`config.mk`:
```
export PLATFORM = sky130hd
export DESIGN_NAME = qft_phase_gen_flat
export DESIGN_NICKNAME = d
export VERILOG_FILES = /design/src/rtl/qft_phase_gen_if.sv /design/src/rtl/qft_phase_gen.sv /design/src/flat_wrapper.sv
export SDC_FILE = /design/constraint.sdc
export NUM_CORES = 1
export LEC_CHECK = 0
export ABC_AREA = 1
export CAP_MARGIN = 10
export CORE_MARGIN = 2
export CORE_UTILIZATION = 40
export DETAILED_ROUTE_END_ITERATION = 7
export PLACE_DENSITY = 0.66
export SETUP_SLACK_MARGIN = 0.02
export SLEW_MARGIN = 30
export SYNTH_ARGS = -nofsm -noshare
export SYNTH_HDL_FRONTEND = slang
export SYNTH_SLANG_ARGS = --single-unit
```
`constraint.sdc`:
```
create_clock -name clk -period 3.3 [get_ports clk]
set_input_delay 0.495 -clock clk [delete_from_list [all_inputs] [get_ports clk]]
set_output_delay 0.495 -clock clk [all_outputs]
set_load 0.02 [all_outputs]
```
`src/rtl/qft_phase_gen_if.sv`:
```
// Output stream of the QFT twiddle-phase generator: one phase sample
// tagged with its (j, k) index pair, moved by a valid/ready handshake.
interface qft_phase_gen_if #(
    parameter int N_LOG2      = 2,
    parameter int TOTAL_WIDTH = 16
);
    logic                           out_valid;
    logic                           out_ready;
    logic signed [TOTAL_WIDTH-1:0]  phase_out;
    logic        [N_LOG2-1:0]       j_out;
    logic        [N_LOG2-1:0]       k_out;

    // Producer side (the generator)
    modport master (
        output out_valid,
        output phase_out,
        output j_out,
        output k_out,
        input  out_ready
    );

    // Consumer side (the cosine/sine approximation stage)
    modport slave (
        input  out_valid,
        input  phase_out,
        input  j_out,
        input  k_out,
        output out_ready
    );
endinterface

```
`src/rtl/qft_phase_gen.sv`:
```
// QFT twiddle-phase generator. Walks every (j, k) pair of an N = 2^N_LOG2
// point transform in row-major order and emits theta = -/+ idx * (2*pi/N),
// where idx = (j*k) mod N is accumulated incrementally (no multiplier on j*k).
// TOTAL_WIDTH is the signed fixed-point width of the phase; PHASE_STEP is
// round(2*pi * 2^FRAC_WIDTH / N) in that same format.
module qft_phase_gen #(
    parameter int N_LOG2      = 2,
    parameter int TOTAL_WIDTH = 16,
    parameter int PHASE_STEP  = 25,
    parameter bit INVERSE     = 1'b0
) (
    input  logic            clk,
    input  logic            rst_n,
    input  logic            start,
    qft_phase_gen_if.master out_if,
    output logic            busy,
    output logic            done
);

    typedef enum logic [1:0] {
        S_IDLE = 2'd0,
        S_RUN  = 2'd1,
        S_DONE = 2'd2
    } state_t;

    localparam logic [N_LOG2-1:0]      LAST = {N_LOG2{1'b1}};
    localparam logic [TOTAL_WIDTH-1:0] STEP = TOTAL_WIDTH'(PHASE_STEP);

    state_t state_q, state_d;

    // Generator: next (j, k) to emit and its running (j*k) mod N
    logic [N_LOG2-1:0] j_q, j_d;
    logic [N_LOG2-1:0] k_q, k_d;
    logic [N_LOG2-1:0] idx_q, idx_d;
    logic              gen_exh_q, gen_exh_d;

    // Output register
    logic                          valid_q, valid_d;
    logic signed [TOTAL_WIDTH-1:0] phase_q, phase_d;
    logic        [N_LOG2-1:0]      jo_q, jo_d;
    logic        [N_LOG2-1:0]      ko_q, ko_d;

    logic                   transfer;
    logic                   load;
    logic                   gen_last;
    logic [TOTAL_WIDTH-1:0] mag;
    logic [TOTAL_WIDTH-1:0] phase_gen;

    assign transfer = valid_q && out_if.out_ready;
    assign gen_last = (j_q == LAST) && (k_q == LAST);
    // Refill the output slot whenever it is empty or being drained this cycle
    assign load     = (state_q == S_RUN) && (!valid_q || out_if.out_ready) && !gen_exh_q;

    // Phase magnitude and sign; idx=0 yields exactly 0 for either sign
    always_comb begin
        mag       = {{(TOTAL_WIDTH-N_LOG2){1'b0}}, idx_q} * STEP;
        phase_gen = INVERSE ? mag : (~mag + 1'b1);
    end

    // Sequencer and generator next-state logic with decoded status outputs
    always_comb begin
        state_d   = state_q;
        j_d       = j_q;
        k_d       = k_q;
        idx_d     = idx_q;
        gen_exh_d = gen_exh_q;
        valid_d   = valid_q;
        phase_d   = phase_q;
        jo_d      = jo_q;
        ko_d      = ko_q;
        busy      = 1'b0;
        done      = 1'b0;

        case (state_q)
            S_IDLE: begin
                if (start) begin
                    state_d   = S_RUN;
                    j_d       = '0;
                    k_d       = '0;
                    idx_d     = '0;
                    gen_exh_d = 1'b0;
                end
            end
            S_RUN: begin
                busy = 1'b1;
                // Last sample leaves the output register on this edge
                if (transfer && gen_exh_q && (jo_q == LAST) && (ko_q == LAST)) begin
                    state_d = S_DONE;
                end
            end
            S_DONE: begin
                busy    = 1'b1;
                done    = 1'b1;
                state_d = S_IDLE;
            end
            default: begin
                state_d = S_IDLE;
            end
        endcase

        if (transfer) begin
            valid_d = 1'b0;
        end

        if (load) begin
            valid_d = 1'b1;
            phase_d = signed'(phase_gen);
            jo_d    = j_q;
            ko_d    = k_q;
            // Advance the generator; N_LOG2-bit wrap is the mod N
            if (k_q != LAST) begin
                k_d   = k_q + 1'b1;
                idx_d = idx_q + j_q;
            end else begin
                k_d   = '0;
                j_d   = j_q + 1'b1;
                idx_d = '0;
            end
            if (gen_last) begin
                gen_exh_d = 1'b1;
            end
        end
    end

    // State, generator and output registers; reset aborts any sweep
    always_ff @(posedge clk or negedge rst_n) begin
        if (!rst_n) begin
            state_q   <= S_IDLE;
            j_q       <= '0;
            k_q       <= '0;
            idx_q     <= '0;
            gen_exh_q <= 1'b0;
            valid_q   <= 1'b0;
            phase_q   <= '0;
            jo_q      <= '0;
            ko_q      <= '0;
        end else begin
            state_q   <= state_d;
            j_q       <= j_d;
            k_q       <= k_d;
            idx_q     <= idx_d;
            gen_exh_q <= gen_exh_d;
            valid_q   <= valid_d;
            phase_q   <= phase_d;
            jo_q      <= jo_d;
            ko_q      <= ko_d;
        end
    end

    assign out_if.out_valid = valid_q;
    assign out_if.phase_out = phase_q;
    assign out_if.j_out     = jo_q;
    assign out_if.k_out     = ko_q;

endmodule
```
`src/flat_wrapper.sv`:
```
// flat-port wrapper written by rule: the top's interface ports become plain ports
module qft_phase_gen_flat 
#(
    parameter int N_LOG2      = 2,
    parameter int TOTAL_WIDTH = 16,
    parameter int PHASE_STEP  = 25,
    parameter bit INVERSE     = 1'b0
)
  (clk, rst_n, start, busy, done, out_if_out_valid, out_if_phase_out, out_if_j_out, out_if_k_out, out_if_out_ready);
  qft_phase_gen_if #(.N_LOG2(N_LOG2), .TOTAL_WIDTH(TOTAL_WIDTH)) out_if_i ();
  input  logic clk;
  input  logic rst_n;
  input  logic start;
  output logic busy;
  output logic done;
  output wire logic [$bits(out_if_i.out_valid)-1:0] out_if_out_valid;
  output wire logic [$bits(out_if_i.phase_out)-1:0] out_if_phase_out;
  output wire logic [$bits(out_if_i.j_out)-1:0] out_if_j_out;
  output wire logic [$bits(out_if_i.k_out)-1:0] out_if_k_out;
  input wire logic [$bits(out_if_i.out_ready)-1:0] out_if_out_ready;
  assign out_if_out_valid = out_if_i.out_valid;
  assign out_if_phase_out = out_if_i.phase_out;
  assign out_if_j_out = out_if_i.j_out;
  assign out_if_k_out = out_if_i.k_out;
  assign out_if_i.out_ready = out_if_out_ready;
  qft_phase_gen #(.N_LOG2(N_LOG2), .TOTAL_WIDTH(TOTAL_WIDTH), .PHASE_STEP(PHASE_STEP), .INVERSE(INVERSE)) u_core (.clk(clk), .rst_n(rst_n), .start(start), .out_if(out_if_i), .busy(busy), .done(done));
endmodule
```
==> results.json, run 1 <==
{
  "rows": 19,
  "maxCapViolCount": 0,
  "netlist_area_um2": 1190,
  "slew_viol_final": 0,
  "vdd_drop_max_mv": 0.404,
  "synth_cell_types": 19,
  "postCtsResizedCells": 0,
  "antenna_found_initial": 0,
  "r2r_slack_ns": 1.70,
  "drive_gt1_frac": 0.138,
  "synth-seq-cells": 20,
  "crit_fanout": 4,
  "cts_buffer_depth": 2,
  "area_delta_synth_final_pct": 18.8,
  "cp_data_required_time_ns": 2.80,
  "p_sw_uw": 468,
  "fillCellCount": 260,
  "port_buffers": 26,
  "hold_buffers": 0,
  "numCtsBuffers": 3,
  "synth.area.top_cells": "dfrtp_1 (42%), nand2_1 (14%), ha_1 (14%), buf_4 (6.3%), o21ai_2 (5.9%)",
  "wl_mm": 1.88,
  "place.gp.congestion": 0.803,
  "worstSetupPathType": "flip-flop to output pin",
  "antenna_cells": 0,
  "die_w_um": 58.6,
  "outcome": "complete, no violations",
  "synth_nets": 144,
  "dieArea_um2": 3430,
  "cp-start-kind": "flip-flop",
  "worstSkewPairLatency_ns": 0.29,
  "layout.nets": 163,
  "htreeDepth": 1,
  "hold_violations": 0,
  "dieHeight_um": 58.6,
  "worst_pin_slew_ns": 0.441,
  "synth_cells": 127,
  "synth_top_area_share": 0.420,
  "worst-path-buf-inv": 2,
  "path_cells": "inv_1 -> ha_1 -> clkdlybuf4s50_1",
  "swShare": 0.435,
  "seqPwrFrac": 0.344,
  "avgSynthCellArea_um2": 9.38,
  "arrival_ns": 1.69,
  "cp_slowest_cell": "clkdlybuf4s50_1",
  "wl_per_cell_um": 10.7,
  "min_period_over_period": 0.663,
  "grt_pass1_wl_mm": 3.38,
  "drtIter0Drc": 18,
  "ant_nets": 0,
  "clkPwrFrac": 0.131,
  "grt_pass1_vias": 766,
  "p_int_uw": 608,
  "finalClockSkew_ns": 0.00394,
  "grt_max_degree": 23,
  "final.min_clock_period_ns": 2.19,
  "path_delay_family": "buffers and inverters",
  "clock_sinks": 20,
  "p_leak_nw": 0.701,
  "num_io_pins": 27,
  "end_kind": "output pin",
  "setup_violations": 0,
  "post_cts_buffers": 0,
  "root_buffer": "clkbuf_4",
  "avgViaCountPerCell": 4.58,
  "holdWs_ns": 0.126,
  "yosys_warnings": 0,
  "core_area_um2": 2780,
  "synth-seq-area-share": 0.420,
  "netlist.top_cell.by_area": "dfrtp_1",
  "slew_headroom": 0.706,
  "rsz0062_at_grt": "no",
  "dp_hpwl_mm": 1.46,
  "track_usage": 0.125,
  "vias": 806,
  "pwr-share-comb": 0.525,
  "hp-class": "input pin to async pin",
  "power_density_nw_per_um2": 761,
  "slowest_delay_ns": 0.59,
  "drc": 0,
  "clk_pin_slew_ns": 0.11,
  "initial_core_util": 0.428,
  "overflow": 0,
  "dr.pass1.iters": 4,
  "max_freq_mhz": 457,
  "tritoncts": "built",
  "final.setup.tns_ns": 0
}
-- cells in the mapped netlist, drive strengths merged --
cell / count
dfrtp: 20
nand2: 48
buf: 12
o21ai: 11
clkinv: 1
nand3: 3
ha: 13
xor2: 2
inv: 11
nor2: 4
xnor2: 1
nand3b: 1
-- sequential cells by signal, summed over array words and instances, names as in the netlist --
register                 count
u_core.out_if.phase_out      6
u_core.gen_exh_q             1
u_core.state_q               2
u_core.idx_q                 2
u_core.k_q                   2
u_core.out_if.j_out          2
u_core.j_q                   2
u_core.out_if.out_valid      1
u_core.out_if.k_out          2
-- worst paths after layout --
kind / from / to / cells after the start
max in group asynchronous: rst_n / u_core.out_if.phase_out[0] / 1
setup / recovery: u_core.state_q[0] / busy / 3
hold reg to reg: u_core.out_if.phase_out[4] / u_core.out_if.phase_out[4] / 2
setup reg to reg: u_core.state_q[1] / u_core.k_q[0] / 6
hold / removal: rst_n / u_core.idx_q[0] / 1
min in group clk: u_core.out_if.phase_out[4] / u_core.out_if.phase_out[4] / 2
-- layout make-up --
class                   instances  area, um2  area share
clock buffers                   4       36.3      0.0256
repair buffers                 26        255       0.180
flip-flops and latches         20        500       0.354
multi-input cells              83        527       0.372
well taps                      31       38.8      0.0274
inverters                      12       57.6      0.0407
-- through the flow --
| stage | instance area [um2] | instances | total power, mW | util | setup WS (ns) |
|---|---|---|---|---|---|
| 3_5_place_dp | 1380 | 172 | 0.948 | 0.498 | 1.38 |
| 6_report | 1420 | 176 | 1.08 | 0.509 | 1.11 |
| 3_3_place_gp | 1380 | 172 | 0.930 | 0.498 | 1.43 |
| 4_1_cts | 1420 | 176 | 1.09 | 0.511 | 1.09 |
| 2_1_floorplan | 1190 | 127 | 0.815 | - | 1.99 |
| 5_1_grt | 1420 | 176 | 1.17 | 0.509 | 1.02 |
-- power groups by stage --
stage / logic [mW] / registers, mW / clock network, mW
2_1_floorplan: 0.407 / 0.408 / 0
3_3_place_gp: 0.558 / 0.372 / 0
3_5_place_dp: 0.573 / 0.375 / 0
4_1_cts: 0.576 / 0.371 / 0.147
5_1_grt: 0.631 / 0.383 / 0.155
6_report: 0.565 / 0.370 / 0.141
-- metal layers --
layer | vias up | track usage | wire length, um
met2 | 19 | 0.189 | 864
met4 | 0 | 0.0584 | 27
met3 | 2 | 0.0132 | 77
li1 | 418 | - | -
met5 | - | 0 | 0
met1 | 367 | 0.180 | 913
-- cells in the final DEF, fill, tap and decap left out, drive strengths merged --
| cell | n |
|---|---|
| buf | 1 |
| clkbuf | 4 |
| clkdlybuf4s50 | 25 |
| clkinv | 1 |
| dfrtp | 20 |
| ha | 13 |
| inv | 11 |
| nand2 | 48 |
| nand3 | 3 |
| nand3b | 1 |
| nor2 | 4 |
| o21ai | 11 |
| xnor2 | 1 |
| xor2 | 2 |
-- cells by family after synthesis --
| logic type | share of synthesized area |
|---|---|
| AOI/OAI and AO/OA | 0.0714 |
| and+or+nand+nor | 0.212 |
| DFF | 0.420 |
| buffers and inverters | 0.138 |
| xor gates and xnor gates | 0.0221 |
| adders and majority gates | 0.137 |
Power figures use the tool's default switching activity.
==> run 2: changes to the inputs <==
==> constraint.sdc (replaced) <==
create_clock -name clk -period 2.2 [get_ports clk]
set_input_delay 0.33 -clock clk [delete_from_list [all_inputs] [get_ports clk]]
set_output_delay 0.33 -clock clk [all_outputs]
set_load 0.02 [all_outputs]
==> results.json, run 2 (same netlist as run 1, synthesis figures left out) <==
{
  "area_delta_synth_final_pct": 18.7,
  "htreeDepth": 1,
  "drive_gt1_frac": 0.131,
  "max_freq_mhz": 496,
  "maxCapViolCount": 0,
  "initial_core_util": 0.428,
  "end_kind": "output pin",
  "rows": 19,
  "mostFrequentLayoutCell": "nand2_1",
  "setup_violations": 0,
  "dieArea_um2": 3430,
  "slew_viol_final": 0,
  "outcome": "complete, no violations",
  "layout.nets": 164,
  "fillCellCount": 257,
  "drtIter0Drc": 13,
  "power_density_nw_per_um2": 1110,
  "final_cell_mix": "nand2_1 (44), clkdlybuf4s50_1 (26), dfrtp_1 (20)",
  "wl_per_cell_um": 11.2,
  "worstSetupPathType": "flip-flop to output pin",
  "grt_pass1_vias": 788,
  "avgViaCountPerCell": 4.61,
  "numCtsBuffers": 3,
  "die_w_um": 58.6,
  "r2r_slack_ns": 0.61,
  "slew_headroom": 0.759,
  "place.gp.congestion": 0.795,
  "worst_pin_slew_ns": 0.361,
  "hold_violations": 0,
  "clock_sinks": 20,
  "antenna_cells": 0,
  "arrival_ns": 1.69,
  "root_buffer": "clkbuf_4",
  "total_power_mw": 1.57,
  "p_leak_nw": 0.698,
  "tritoncts": "built",
  "drc": 0,
  "final.min_clock_period_ns": 2.02,
  "cp-start-kind": "flip-flop",
  "hp-class": "input pin to async pin",
  "vias": 812,
  "finalClockSkew_ns": 0.00682,
  "track_usage": 0.130,
  "largest_register_ffs": 6,
  "wl_mm": 1.97,
  "postCtsResizedCells": 0,
  "ant_nets": 0,
  "antenna_found_initial": 0,
  "cts_buffer_depth": 2,
  "clk_pin_slew_ns": 0.11,
  "cp_data_required_time_ns": 1.87,
  "final_core_util": 0.508,
  "rsz0062_at_grt": "no",
  "worstSkewPairLatency_ns": 0.29,
  "min_period_over_period": 0.916,
  "core_area_um2": 2780,
  "crit_fanout": 4,
  "dr.pass1.iters": 3,
  "dieHeight_um": 58.6,
  "dp_hpwl_mm": 1.52,
  "post_cts_buffers": 0,
  "hold_buffers": 0,
  "port_buffers": 26,
  "grt_pass1_wl_mm": 3.50,
  "final.setup.tns_ns": 0,
  "vdd_drop_max_mv": 0.567,
  "grt_max_degree": 23,
  "num_io_pins": 27,
  "overflow": 0
}
[run 2: area by class of cell]
type,instances,area [um2],share of cell area
Clock buffer,3,22.5,0.0159
Inverter,12,57.6,0.0407
Multi-Input combinational cell,83,527,0.373
Sequential cell,20,500,0.354
Tap cell,31,38.8,0.0274
Timing Repair Buffer,27,268,0.189
[run 2: worst max-delay path: stages (launching register included)]
cell             delay, ns
dfrtp_1               0.42
inv_1                 0.10
ha_1                  0.28
clkdlybuf4s50_1       0.59
[run 2: routing by layer]
layer	up-vias	track usage	wire length, um	part of all wire
met5	-	0	0	0
met4	0	0.0487	27	0.014
met3	2	0.0132	82	0.042
met2	17	0.212	905	0.46
met1	374	0.179	950	0.48
li1	419	-	-	-
[run 2: path summary, 6_finish.rpt]
check,cells past startpoint,endpoint,from
worst max-delay path,3,busy,u_core.state_q[0]
worst min-delay path,2,u_core.out_if.j_out[0],rst_n
worst max register to register,6,u_core.k_q[0],u_core.state_q[1]
worst min register to register,2,u_core.out_if.phase_out[0],u_core.out_if.phase_out[0]
max in group asynchronous,2,u_core.idx_q[1],rst_n
min in group clk,2,u_core.out_if.phase_out[0],u_core.out_if.phase_out[0]
[run 2: metrics by stage]
step	instance area (um2)	cells	hold slack, ns	setup WS (ns)
2_1_floorplan	1190	127	0.0344	0.988
3_3_place_gp	1390	173	0.469	0.492
3_5_place_dp	1390	173	0.471	0.454
4_1_cts	1410	176	0.368	0.175
5_1_grt	1410	176	0.375	0.112
6_report	1410	176	0.365	0.185
[run 2: report_power, final]
group | leakage, nW | switching (mW) | internal [mW]
Clock | 0.0138 | 0.105 | 0.0635
Combinational | 0.415 | 0.508 | 0.342
Sequential | 0.269 | 0.0853 | 0.470
Total | 0.698 | 0.698 | 0.876
==> run 3: changes to the inputs <==
--- a/config.mk
+++ b/config.mk
@@ -6,6 +6,7 @@
 export NUM_CORES = 1
 export LEC_CHECK = 0
 export ABC_AREA = 1
+export ABC_CLOCK_PERIOD_IN_PS = 2200
 export CAP_MARGIN = 10
 export CORE_MARGIN = 2
 export CORE_UTILIZATION = 40
==> results of run 3 <==
No change in the layout: final DEF, timing and power equal those of run 2.
